==> config.mk <==
export PLATFORM = sky130hd
export DESIGN_NAME = lsx_updown_counter
export DESIGN_NICKNAME = d
export VERILOG_FILES = /design/src/rtl/lsx_cnt_pkg.sv /design/src/rtl/lsx_cnt_tc.sv /design/src/rtl/lsx_updown_counter.sv
export SDC_FILE = /design/constraint.sdc
export NUM_CORES = 1
export LEC_CHECK = 0
export CORE_AREA = 5 5 42 44
export CTS_BUF_LIST = sky130_fd_sc_hd__clkbuf_4 sky130_fd_sc_hd__clkbuf_8
export DETAILED_ROUTE_END_ITERATION = 12
export DIE_AREA = 0 0 47 49
export PLACE_DENSITY = 0.68
export SETUP_SLACK_MARGIN = 0.1
export SLEW_MARGIN = 30
export SYNTH_ARGS = -nofsm -noshare
export SYNTH_HDL_FRONTEND = slang
export SYNTH_SLANG_ARGS = --single-unit
==> constraint.sdc <==
create_clock -name CLK -period 1.9 [get_ports CLK]
set_clock_uncertainty 0.1 [all_clocks]
set_input_delay 0.38 -clock CLK [delete_from_list [all_inputs] [get_ports CLK]]
set_output_delay 0.38 -clock CLK [all_outputs]
set_load 0.05 [all_outputs]
==> src/rtl/lsx_cnt_pkg.sv <==
// Shared types and next-state helpers for the lsx up/down counter family.
// All arithmetic runs in 33 bits so any WIDTH up to 32 with MOD up to 2**WIDTH fits.
package lsx_cnt_pkg;

  localparam logic CNT_WRAP = 1'b0;
  localparam logic CNT_SAT  = 1'b1;

  localparam int unsigned CNT_CALC_W = 33;

  typedef logic [CNT_CALC_W-1:0] cnt_val_t;

  typedef struct packed {
    cnt_val_t nxt;
    logic     term;
  } cnt_step_t;

  // Terminal state depends on direction: top of range counting up, zero counting down.
  function automatic logic cnt_is_term(input cnt_val_t q, input logic up, input cnt_val_t mod);
    cnt_val_t last;
    last = mod - cnt_val_t'(1);
    return up ? (q == last) : (q == '0);
  endfunction

  function automatic cnt_step_t cnt_next(input cnt_val_t q, input logic up,
                                         input cnt_val_t mod, input logic sat);
    cnt_step_t s;
    cnt_val_t  last;
    last   = mod - cnt_val_t'(1);
    s.term = cnt_is_term(q, up, mod);
    if (up) begin
      if (s.term) s.nxt = (sat == CNT_SAT) ? last : '0;
      else        s.nxt = q + cnt_val_t'(1);
    end else begin
      if (s.term) s.nxt = (sat == CNT_SAT) ? '0 : last;
      else        s.nxt = q - cnt_val_t'(1);
    end
    return s;
  endfunction

  // Out-of-range load values pin to the top legal state.
  function automatic cnt_val_t cnt_clamp(input cnt_val_t d, input cnt_val_t mod);
    return (d < mod) ? d : (mod - cnt_val_t'(1));
  endfunction

endpackage

==> src/rtl/lsx_cnt_tc.sv <==
// Combinational terminal-count detect and ENT-gated ripple carry/borrow.
// Kept separate so cascade wrappers can reuse it without the count register.
module lsx_cnt_tc
  import lsx_cnt_pkg::*;
#(
  parameter int unsigned       WIDTH = 4,
  parameter longint unsigned   MOD   = 16
) (
  input  logic [WIDTH-1:0] i_q,
  input  logic             i_up,
  input  logic             i_ent,
  output logic             o_term,
  output logic             o_rco
);

  localparam cnt_val_t LP_MOD = cnt_val_t'(MOD);

  logic w_term;

  assign w_term = cnt_is_term(cnt_val_t'(i_q), i_up, LP_MOD);
  assign o_term = w_term;
  // Independent of ENP and LOAD_n so a cascade sees carry as soon as Q reaches terminal.
  assign o_rco  = i_ent & w_term;

endmodule

==> src/rtl/lsx_updown_counter.sv <==
// Parametrised presettable up/down counter with wrap/saturate mode, '161-style
// ENP/ENT cascading, combinational RCO and a registered terminal-event pulse.
module lsx_updown_counter
  import lsx_cnt_pkg::*;
#(
  parameter int unsigned     WIDTH    = 4,
  parameter longint unsigned MOD      = 16,
  parameter int unsigned     SATURATE = 0
) (
  input  logic             CLK,
  input  logic             CLR,
  input  logic [WIDTH-1:0] D,
  input  logic             LOAD_n,
  input  logic             ENP,
  input  logic             ENT,
  input  logic             UP,
  output logic [WIDTH-1:0] Q,
  output logic             RCO,
  output logic             TC_PULSE
);

  if (WIDTH < 2 || WIDTH > 32) begin : g_bad_width
    $error("lsx_updown_counter: WIDTH must be in 2..32");
  end
  if (MOD < 2 || MOD > (64'd1 << WIDTH)) begin : g_bad_mod
    $error("lsx_updown_counter: MOD must satisfy 2 <= MOD <= 2**WIDTH");
  end

  localparam cnt_val_t LP_MOD  = cnt_val_t'(MOD);
  localparam logic     LP_MODE = (SATURATE != 0) ? CNT_SAT : CNT_WRAP;

  logic [WIDTH-1:0] r_q;
  logic             r_tc;

  cnt_step_t w_step;
  cnt_val_t  w_load;
  logic      w_term;
  logic      w_rco;
  logic      w_count;
  logic      w_unused;

  lsx_cnt_tc #(
    .WIDTH (WIDTH),
    .MOD   (MOD)
  ) u_tc (
    .i_q    (r_q),
    .i_up   (UP),
    .i_ent  (ENT),
    .o_term (w_term),
    .o_rco  (w_rco)
  );

  assign w_step  = cnt_next(cnt_val_t'(r_q), UP, LP_MOD, LP_MODE);
  assign w_load  = cnt_clamp(cnt_val_t'(D), LP_MOD);
  assign w_count = ENP & ENT;

  // Results are always below MOD, so the bits above WIDTH are structurally zero.
  assign w_unused = ^{w_step.nxt[CNT_CALC_W-1:WIDTH], w_step.term, w_load[CNT_CALC_W-1:WIDTH]};

  always_ff @(posedge CLK or posedge CLR) begin
    if (CLR) begin
      r_q  <= '0;
      r_tc <= 1'b0;
    end else if (!LOAD_n) begin
      r_q  <= w_load[WIDTH-1:0];
      r_tc <= 1'b0;
    end else if (w_count) begin
      r_q  <= w_step.nxt[WIDTH-1:0];
      // Fires on every terminal step, including repeated saturated holds.
      r_tc <= w_term;
    end else begin
      r_tc <= 1'b0;
    end
  end

  assign Q        = r_q;
  assign RCO      = w_rco;
  assign TC_PULSE = r_tc;

endmodule

## Yosys cells after proc, flatten, opt, wreduce, memory -nomap -nowiden

Cells that the tools add are included.

| cells by class | value |
|---|---|
| reductions and logical operators | 1 |
| mux-type cells | 8 |
| bitwise operators | 2 |
| equal/unequal tests | 2 |
| add/sub/neg operators | 2 |

Operators by type and width:

| cell | number |
|---|---|
| $mux W4 | 5 |
| $add A4 B1 Y4 const B | 1 |
| $eq A4 B4 Y1 const B | 1 |
| $logic_not A4 Y1 | 1 |
| $sub A4 B1 Y4 const B | 1 |
| $mux W1 | 3 |
| $and A1 B1 Y1 | 2 |
| $ne A2 B1 Y1 const B | 1 |

| storage, ports and cells | value |
|---|---|
| logic and storage cells | 17 |
| input bits | 10 |
| register bits | 5 |
| output and inout bits | 6 |

## Logic depth before layout (Yosys ltp)

Gate-level depths: netlist (run 1).

| depth | value |
|---|---|
| word-level depth | 6 |
| depth in mapped cells | 6 |
| gate-level depth less buffers | 6 |

## Cells and area by module

Synthesis (run 1) repeated with hierarchy kept, for this count alone.

| unflattened totals | value |
|---|---|
| cells, all modules | 52 |
| area, all modules | 456.7 um^2 |

By module, submodules not included:

| module | area an instance (um^2) | times used | seq. area each (um^2) | cells each |
|---|---|---|---|---|
| lsx_updown_counter | 406.6 | 1 | 125.1 | 46 |
| lsx_cnt_tc | 50.0 | 1 | 0.0 | 6 |

## Least setup slack after synthesis (run 1)

Ideal clock, no wire load.

| timing path | value |
|---|---|
| kind | register to output |
| start point | reg r_q[0] (netlist: Q[0]) |
| end point | out RCO |
| arrival time | 1.686 ns |
| required time | 1.420 ns |
| path slack | -0.266 ns |
| cell stages (with the launch flop) | 5 |
| buffers on the path | 0 |
| cells stage by stage | dfrtp_1 > ha_1 > nand3_1 > mux2i_1 > and2_1 |

| between the ends | value |
|---|---|
| cells in the longest elaborated chain, start to end | 3 |
| elaborated cells on any way between the ends | 4 |
| classes of those cells | 1 x eq/ne; 1 x mux; 1 x bitwise; 1 x reduce/logical |

RTL lines:

| element | line | text |
|---|---|---|
| from (decl) | lsx_updown_counter.sv:32 | `logic [WIDTH-1:0] r_q;` |
| from (signal assigned) | lsx_updown_counter.sv:65 | `r_q <= w_load[WIDTH-1:0];` |
| from (signal assigned) | lsx_updown_counter.sv:68 | `r_q <= w_step.nxt[WIDTH-1:0];` |
| $eq A4 B4 Y1 / $logic_not A4 Y1 (equally long branches) | lsx_cnt_pkg.sv:21 | `return up ? (q == last) : (q == '0);` |
| $mux W1 * | lsx_cnt_pkg.sv:21 |  |
| $and A1 B1 Y1 * | lsx_cnt_tc.sv:23 | `assign o_rco = i_ent & w_term;` |
| to (decl) | lsx_updown_counter.sv:18 | `output logic RCO,` |

Every way passes the cells marked *; elsewhere a longest branch is shown, timed or not.

## Worst setup path in the final report (run 1)

Same ends and word-level chain as after synthesis.

==> flow_metrics.env, run 1 <==
export IMPL_worstSetupPathType="reg2out"
export IMPL_numCtsBuffers=3
export IMPL_start_util_pct=27.5
export IMPL_viasPerCell=4.89
export IMPL_syn_num_nets=56
export IMPL_areaGrowthSynthToFinish_pct=73.1
export IMPL_critPathCapture="RCO"
export IMPL_crit_cells=6
export IMPL_rsz0062_at_grt="yes"
export IMPL_net_switching_power_mw=0.161
export IMPL_wl_per_cell_microns=12.4
export IMPL_grt_pass1_wl_microns=1800
export IMPL_drt_iter0_markers=20
export IMPL_grt_max_degree=9
export IMPL_status="completed"
export IMPL_synthSimpleGateAreaFrac_pct=21.1
export IMPL_cp_data_arrival_time_ps=1410
export IMPL_setup_viol=0
export IMPL_vias=425
export IMPL_antenna_left=0
export IMPL_reg2reg_to="Q[3]"
export IMPL_synth_area_sq_um=385
export IMPL_cts_hold_repair_buffers=0
export IMPL_slew_violations=0
export IMPL_final_nets=84
export IMPL_dr_pass1_iters=5
export IMPL_diodes=0
export IMPL_p_seq_share_pct=29.9
export IMPL_worst_slew_pin_slew_ps=253
export IMPL_period_minus_slack_ps=1890
export IMPL_yosysUniqueCellTypes=24
export IMPL_num_fill_cells=151
export IMPL_clock_fmax_mhz=529
export IMPL_crit_path_end_kind="output port"
export IMPL_synthCells=44
export IMPL_synth_xor_area_share_pct=4.55
export IMPL_reg2reg_slack_ps=310
export IMPL_power_leakage_nw=0.300
export IMPL_final_core_util_pct=47.6
export IMPL_peakVddDrop_mv=0.422
export IMPL_row_count=14
export IMPL_crit_buf_inv=2
export IMPL_drc_errors=0
export IMPL_hold_path_class="in2async"
export IMPL_cpMaxStageDelayCell="dfrtp_2"
export IMPL_die_y_microns=49
export IMPL_power_density_mw_per_mm2=698
export IMPL_drive_above_1_share_pct=43.7
export IMPL_synthAdderAreaFrac_pct=6.49
export IMPL_ys_warn_count=0
export IMPL_core_area_sq_mm=0.00140
export IMPL_pwr_share_comb_pct=41.0
export IMPL_synth_seq_cells=5
export IMPL_reg2regPathDepth=6
export IMPL_worst_path_max_fanout=4
export IMPL_cts_tree="built"
export IMPL_instances_no_fill=87
export IMPL_port_buffer_count=15
export IMPL_synth_top_family_by_area="simple AND/OR/NAND/NOR gates"
export IMPL_clock_latency_ps=240
export IMPL_fp_dieW_microns=47
export IMPL_swShare_pct=34.6
export IMPL_worstPathCellList="inv_2, ha_4, nand2_2, mux2i_1, and2_4, buf_12"
export IMPL_dp_cells=76
export IMPL_report_power_total_mw=0.465
export IMPL_cts_root_buf="clkbuf_4"
export IMPL_start_kind="flop"
export IMPL_grt_pass1_vias=436
export IMPL_clk_path_buf_depth=2
export IMPL_synth_compound_area_share_pct=18.8
export IMPL_cts_htree_levels=1
export IMPL_intPower_mw=0.304
export IMPL_critical_path_max_stage_delay_ps=440
export IMPL_slew_headroom_pct=83.1
export IMPL_dpl_hpwl_microns=747
export IMPL_gp_congestion=0.776
export IMPL_cts_sinks=5
export IMPL_avgSynthCellArea_sq_um=8.76
export IMPL_antenna_found_initial=0
export IMPL_cp_top_family="flip-flops"
export IMPL_grt_overflow=0
export IMPL_r2r_start="Q[0]"
export IMPL_maxCapViolations=0
export IMPL_critical_path_startpoint="Q[0]"
export IMPL_post_route_period_util_pct=99.6
export IMPL_worstPathRequired_ps=1420
export IMPL_clkSlewWorstSetupHoldPaths_ps=50
export IMPL_power_frac_clock_pct=29.1
export IMPL_grtUsageTotal_pct=10.7
export IMPL_finalHoldViolCount=0
export IMPL_synth_yosys_seq_area_share_pct=32.5
export IMPL_dieArea_sq_mm=0.00230
export IMPL_io_pins=16
export IMPL_routed_wl_microns=1080
export IMPL_synth_area_mux_share_pct=8.12
## routing by layer
metal,global-route usage [%],up-vias,wire (microns)
li1,-,209,-
met1,11.8,188,396
met2,18.1,28,531
met3,5.90,0,151
met4,1.38,0,0
met5,0,-,0
## cell type report
cell class	instances	area, sq um	share of cell area (%)
multi-input cells	34	255	38.3
inverters	3	11.3	1.69
flip-flops and latches	5	129	19.3
well taps	16	20.0	3.00
clock buffers	4	30.0	4.50
repair buffers	25	221	33.2
## kinds of logic (layout without fill, tap and decap cells)
group                    count (synthesis)  in the layout
AND/OR/NAND/NOR                         16             16
AO/OA/AOI/OAI                           11             11
flip-flops                               5              5
buffers and inverters                    5             32
multiplexers                             3              3
adder cells (fa/ha/maj)                  2              2
XOR/XNOR                                 2              2
## sequential cells by signal (all words and copies together) (netlist names)
name / cells
Q: 4
TC_PULSE: 1
## per-stage QoR
| step | cell area [sq um] | setup TNS, ps | hold WS [ps] | worst slack (ps) |
|---|---|---|---|---|
| 4_1_cts | 659 | -1.89 | 239 | -1.89 |
| 5_1_grt | 667 | -65.6 | 262 | -65.6 |
| 3_3_place_gp | 561 | -83.3 | 493 | -83.3 |
| 3_5_place_dp | 561 | -160 | 491 | -135 |
| 6_report | 667 | 0 | 240 | 8.39 |
| 2_1_floorplan | 392 | 0 | 58.3 | 120 |
## power groups by stage
stage / clock, mW / sequential (mW) / combinational (mW)
2_1_floorplan: 0 / 0.172 / 0.0652
3_3_place_gp: 0 / 0.140 / 0.151
3_5_place_dp: 0 / 0.141 / 0.154
4_1_cts: 0.140 / 0.139 / 0.185
5_1_grt: 0.147 / 0.141 / 0.207
6_report: 0.136 / 0.139 / 0.191
## Yosys cell counts
cell type | n | area share [%]
a221o_1 | 1 | 2.6
and2_1 | 1 | 1.6
nor2_4 | 1 | 2.9
and3_1 | 1 | 1.6
clkdlybuf4s25_2 | 1 | 2.6
o2bb2ai_1 | 1 | 2.3
mux2_2 | 1 | 2.9
nor2_1 | 6 | 5.8
a41oi_1 | 1 | 2.3
nand3_1 | 1 | 1.3
xnor2_1 | 1 | 2.3
a221oi_1 | 1 | 2.3
xor2_1 | 1 | 2.3
a21oi_1 | 5 | 6.5
nand2_1 | 4 | 3.9
o21ai_0 | 1 | 1.3
mux2i_1 | 2 | 5.2
dfrtp_1 | 5 | 32
buf_6 | 1 | 2.9
a31oi_1 | 1 | 1.6
ha_1 | 2 | 6.5
nand2_2 | 1 | 1.6
and4_1 | 1 | 2.3
inv_1 | 3 | 2.9
## what timing repair did
item,in CTS,in global routing
buffers inserted,6,1
resized for setup,7,0
cloned,0,0
endpoints found under the setup margin,1,1
pin swaps,2,1
## worst min path at each step
stage          from  endpoint  depth (start not counted)
3_3_place_gp    CLR  TC_PULSE                          2
4_1_cts         CLR  TC_PULSE                          2
5_1_grt         CLR  TC_PULSE                          2
3_5_place_dp    CLR  TC_PULSE                          2
6_report        CLR      Q[3]                          2
2_1_floorplan   CLR      Q[3]                          1
## cells in the final DEF, fill, tap and decap left out, drive strengths merged, types with 2 or more instances in the layout
cell type / Yosys / routed
a21oi: 5 / 5
buf: 1 / 16
clkbuf: 0 / 4
clkdlybuf4s50: 0 / 8
dfrtp: 5 / 5
ha: 2 / 2
inv: 3 / 3
mux2i: 2 / 2
nand2: 5 / 5
nor2: 7 / 7
Note: power is estimated with default switching activity, not from simulation.
==> run 2, diff against run 1 <==
--- a/config.mk
+++ b/config.mk
@@ -9,7 +9,7 @@
 export CTS_BUF_LIST = sky130_fd_sc_hd__clkbuf_4 sky130_fd_sc_hd__clkbuf_8
 export DETAILED_ROUTE_END_ITERATION = 12
 export DIE_AREA = 0 0 47 49
-export PLACE_DENSITY = 0.68
+export PLACE_DENSITY = 0.7
 export SETUP_SLACK_MARGIN = 0.1
 export SLEW_MARGIN = 30
 export SYNTH_ARGS = -nofsm -noshare
==> constraint.sdc (replaced) <==
create_clock -name CLK -period 1.6 [get_ports CLK]
set_clock_uncertainty 0.1 [all_clocks]
set_input_delay 0.32 -clock CLK [delete_from_list [all_inputs] [get_ports CLK]]
set_output_delay 0.32 -clock CLK [all_outputs]
set_load 0.05 [all_outputs]
==> flow_metrics.env, run 2 (synthesis results as in run 1) <==
export IMPL_status="finished, violations left"
export IMPL_gp_congestion=0.804
export IMPL_worstSetupPathType="reg2out"
export IMPL_intPower_mw=0.423
export IMPL_swShare_pct=33.9
export IMPL_row_count=14
export IMPL_grt_pass1_vias=457
export IMPL_clock_fmax_mhz=535
export IMPL_viasPerCell=4.72
export IMPL_worst_path_max_fanout=3
export IMPL_instances_no_fill=93
export IMPL_slew_violations=0
export IMPL_wl_per_cell_microns=12.3
export IMPL_dieArea_sq_mm=0.00230
export IMPL_cts_tree="built"
export IMPL_largest_reg_flops=4
export IMPL_post_route_period_util_pct=117
export IMPL_most_common_layout_cells="15 x buf_4, 8 x clkdlybuf4s50_1, 6 x buf_12"
export IMPL_start_util_pct=27.5
export IMPL_pwr_share_comb_pct=49.1
export IMPL_cpMaxStageDelayCell="dfrtp_4"
export IMPL_numCtsBuffers=3
export IMPL_drive_above_1_share_pct=55.8
export IMPL_worstPathRequired_ps=1180
export IMPL_clk_path_buf_depth=2
export IMPL_routed_wl_microns=1140
export IMPL_report_power_total_mw=0.641
export IMPL_final_common_cell="buf_4"
export IMPL_die_y_microns=49
export IMPL_critical_path_max_stage_delay_ps=500
export IMPL_whs_ps=177
export IMPL_finalHoldViolCount=0
export IMPL_areaGrowthSynthToFinish_pct=114
export IMPL_antenna_left=0
export IMPL_peakVddDrop_mv=0.505
export IMPL_port_buffer_count=15
export IMPL_drc_errors=0
export IMPL_num_fill_cells=134
export IMPL_grt_overflow=0
export IMPL_antenna_found_initial=0
export IMPL_worst_slack_ps=-270
export IMPL_grt_pass1_wl_microns=1990
export IMPL_diodes=0
export IMPL_period_minus_slack_ps=1870
export IMPL_hold_path_class="in2async"
export IMPL_slew_headroom_pct=85.3
export IMPL_dr_pass1_iters=4
export IMPL_power_leakage_nw=0.363
export IMPL_grtUsageTotal_pct=11.7
export IMPL_drt_iter0_markers=4
export IMPL_p_seq_share_pct=25.6
export IMPL_setup_viol=3
export IMPL_cp_data_arrival_time_ps=1450
export IMPL_worstPathCellList="inv_4, ha_4, nand2_2, mux2i_1, and2_4, buf_12"
export IMPL_multiInputGateArea_sq_um=298
export IMPL_dp_cells=85
export IMPL_cts_root_buf="clkbuf_4"
export IMPL_start_kind="flop"
export IMPL_power_density_mw_per_mm2=776
export IMPL_rsz0062_at_grt="yes"
export IMPL_clock_latency_ps=240
export IMPL_failed_checks="negative setup slack"
export IMPL_dpl_hpwl_microns=940
export IMPL_maxCapViolations=0
export IMPL_final_nets=90
export IMPL_clkSlewWorstSetupHoldPaths_ps=40
export IMPL_power_frac_clock_pct=25.3
export IMPL_cp_top_family="flip-flops"
export IMPL_dp_slack_ps=-325
export IMPL_vias=439
export IMPL_crit_buf_inv=2
export IMPL_cts_sinks=5
export IMPL_core_area_sq_mm=0.00140
export IMPL_io_pins=16
export IMPL_net_switching_power_mw=0.217
export IMPL_grt_max_degree=8
export IMPL_cts_htree_levels=1
export IMPL_crit_path_end_kind="output port"
export IMPL_fp_dieW_microns=47
export IMPL_worst_slew_pin_slew_ps=221
export IMPL_seq_area_sq_um=131
run 2: routing by layer:
layer | global-route usage (%) | part of all wire [%]
met1 | 13.8 | 39
met2 | 18.1 | 53
met3 | 2.21 | 5.7
met4 | 8.29 | 2.4
met5 | 0 | 0
run 2: path summary, 6_finish.rpt:
check,from,endpoint,slack (ps),depth (start not counted)
max,Q[0],RCO,-270,6
min reg2reg,Q[3],Q[0],660,2
max reg2reg,Q[0],Q[3],-80,7
min,CLR,Q[3],180,2
min in group CLK,D[1],Q[1],540,3
max in group asynchronous,CLR,Q[0],1030,2
run 2: what timing repair did:
| item | in CTS | in global routing |
|---|---|---|
| hold buffers | 0 | 0 |
| pin swaps | 6 | 7 |
| cloned | 0 | 0 |
| gates resized for setup | 10 | 1 |
| buffers inserted | 4 | 1 |
| setup endpoints to repair | 4 | 5 |
run 2: per-stage QoR:
step	utilization (%)	cell area [sq um]	setup TNS, ps
after floorplan	-	427	-60.7
after global placement	51.8	726	-928
after detailed placement	51.8	726	-1040
after CTS	58.9	826	-485
after global routing	58.9	826	-647
final	58.9	826	-439
run 2: power groups by stage:
stage	sequential, mW	combinational [mW]	clock [mW]
4_1_cts	0.163	0.317	0.173
3_5_place_dp	0.165	0.277	0
5_1_grt	0.166	0.336	0.180
6_report	0.164	0.315	0.162
2_1_floorplan	0.211	0.0875	0
3_3_place_gp	0.164	0.270	0
run 2: layout make-up:
class	count	area share (%)
clock buffers	4	3.64
inverters	3	1.67
multi-input cells	34	36.1
flip-flops and latches	5	15.9
well taps	16	2.42
repair buffers	31	40.3
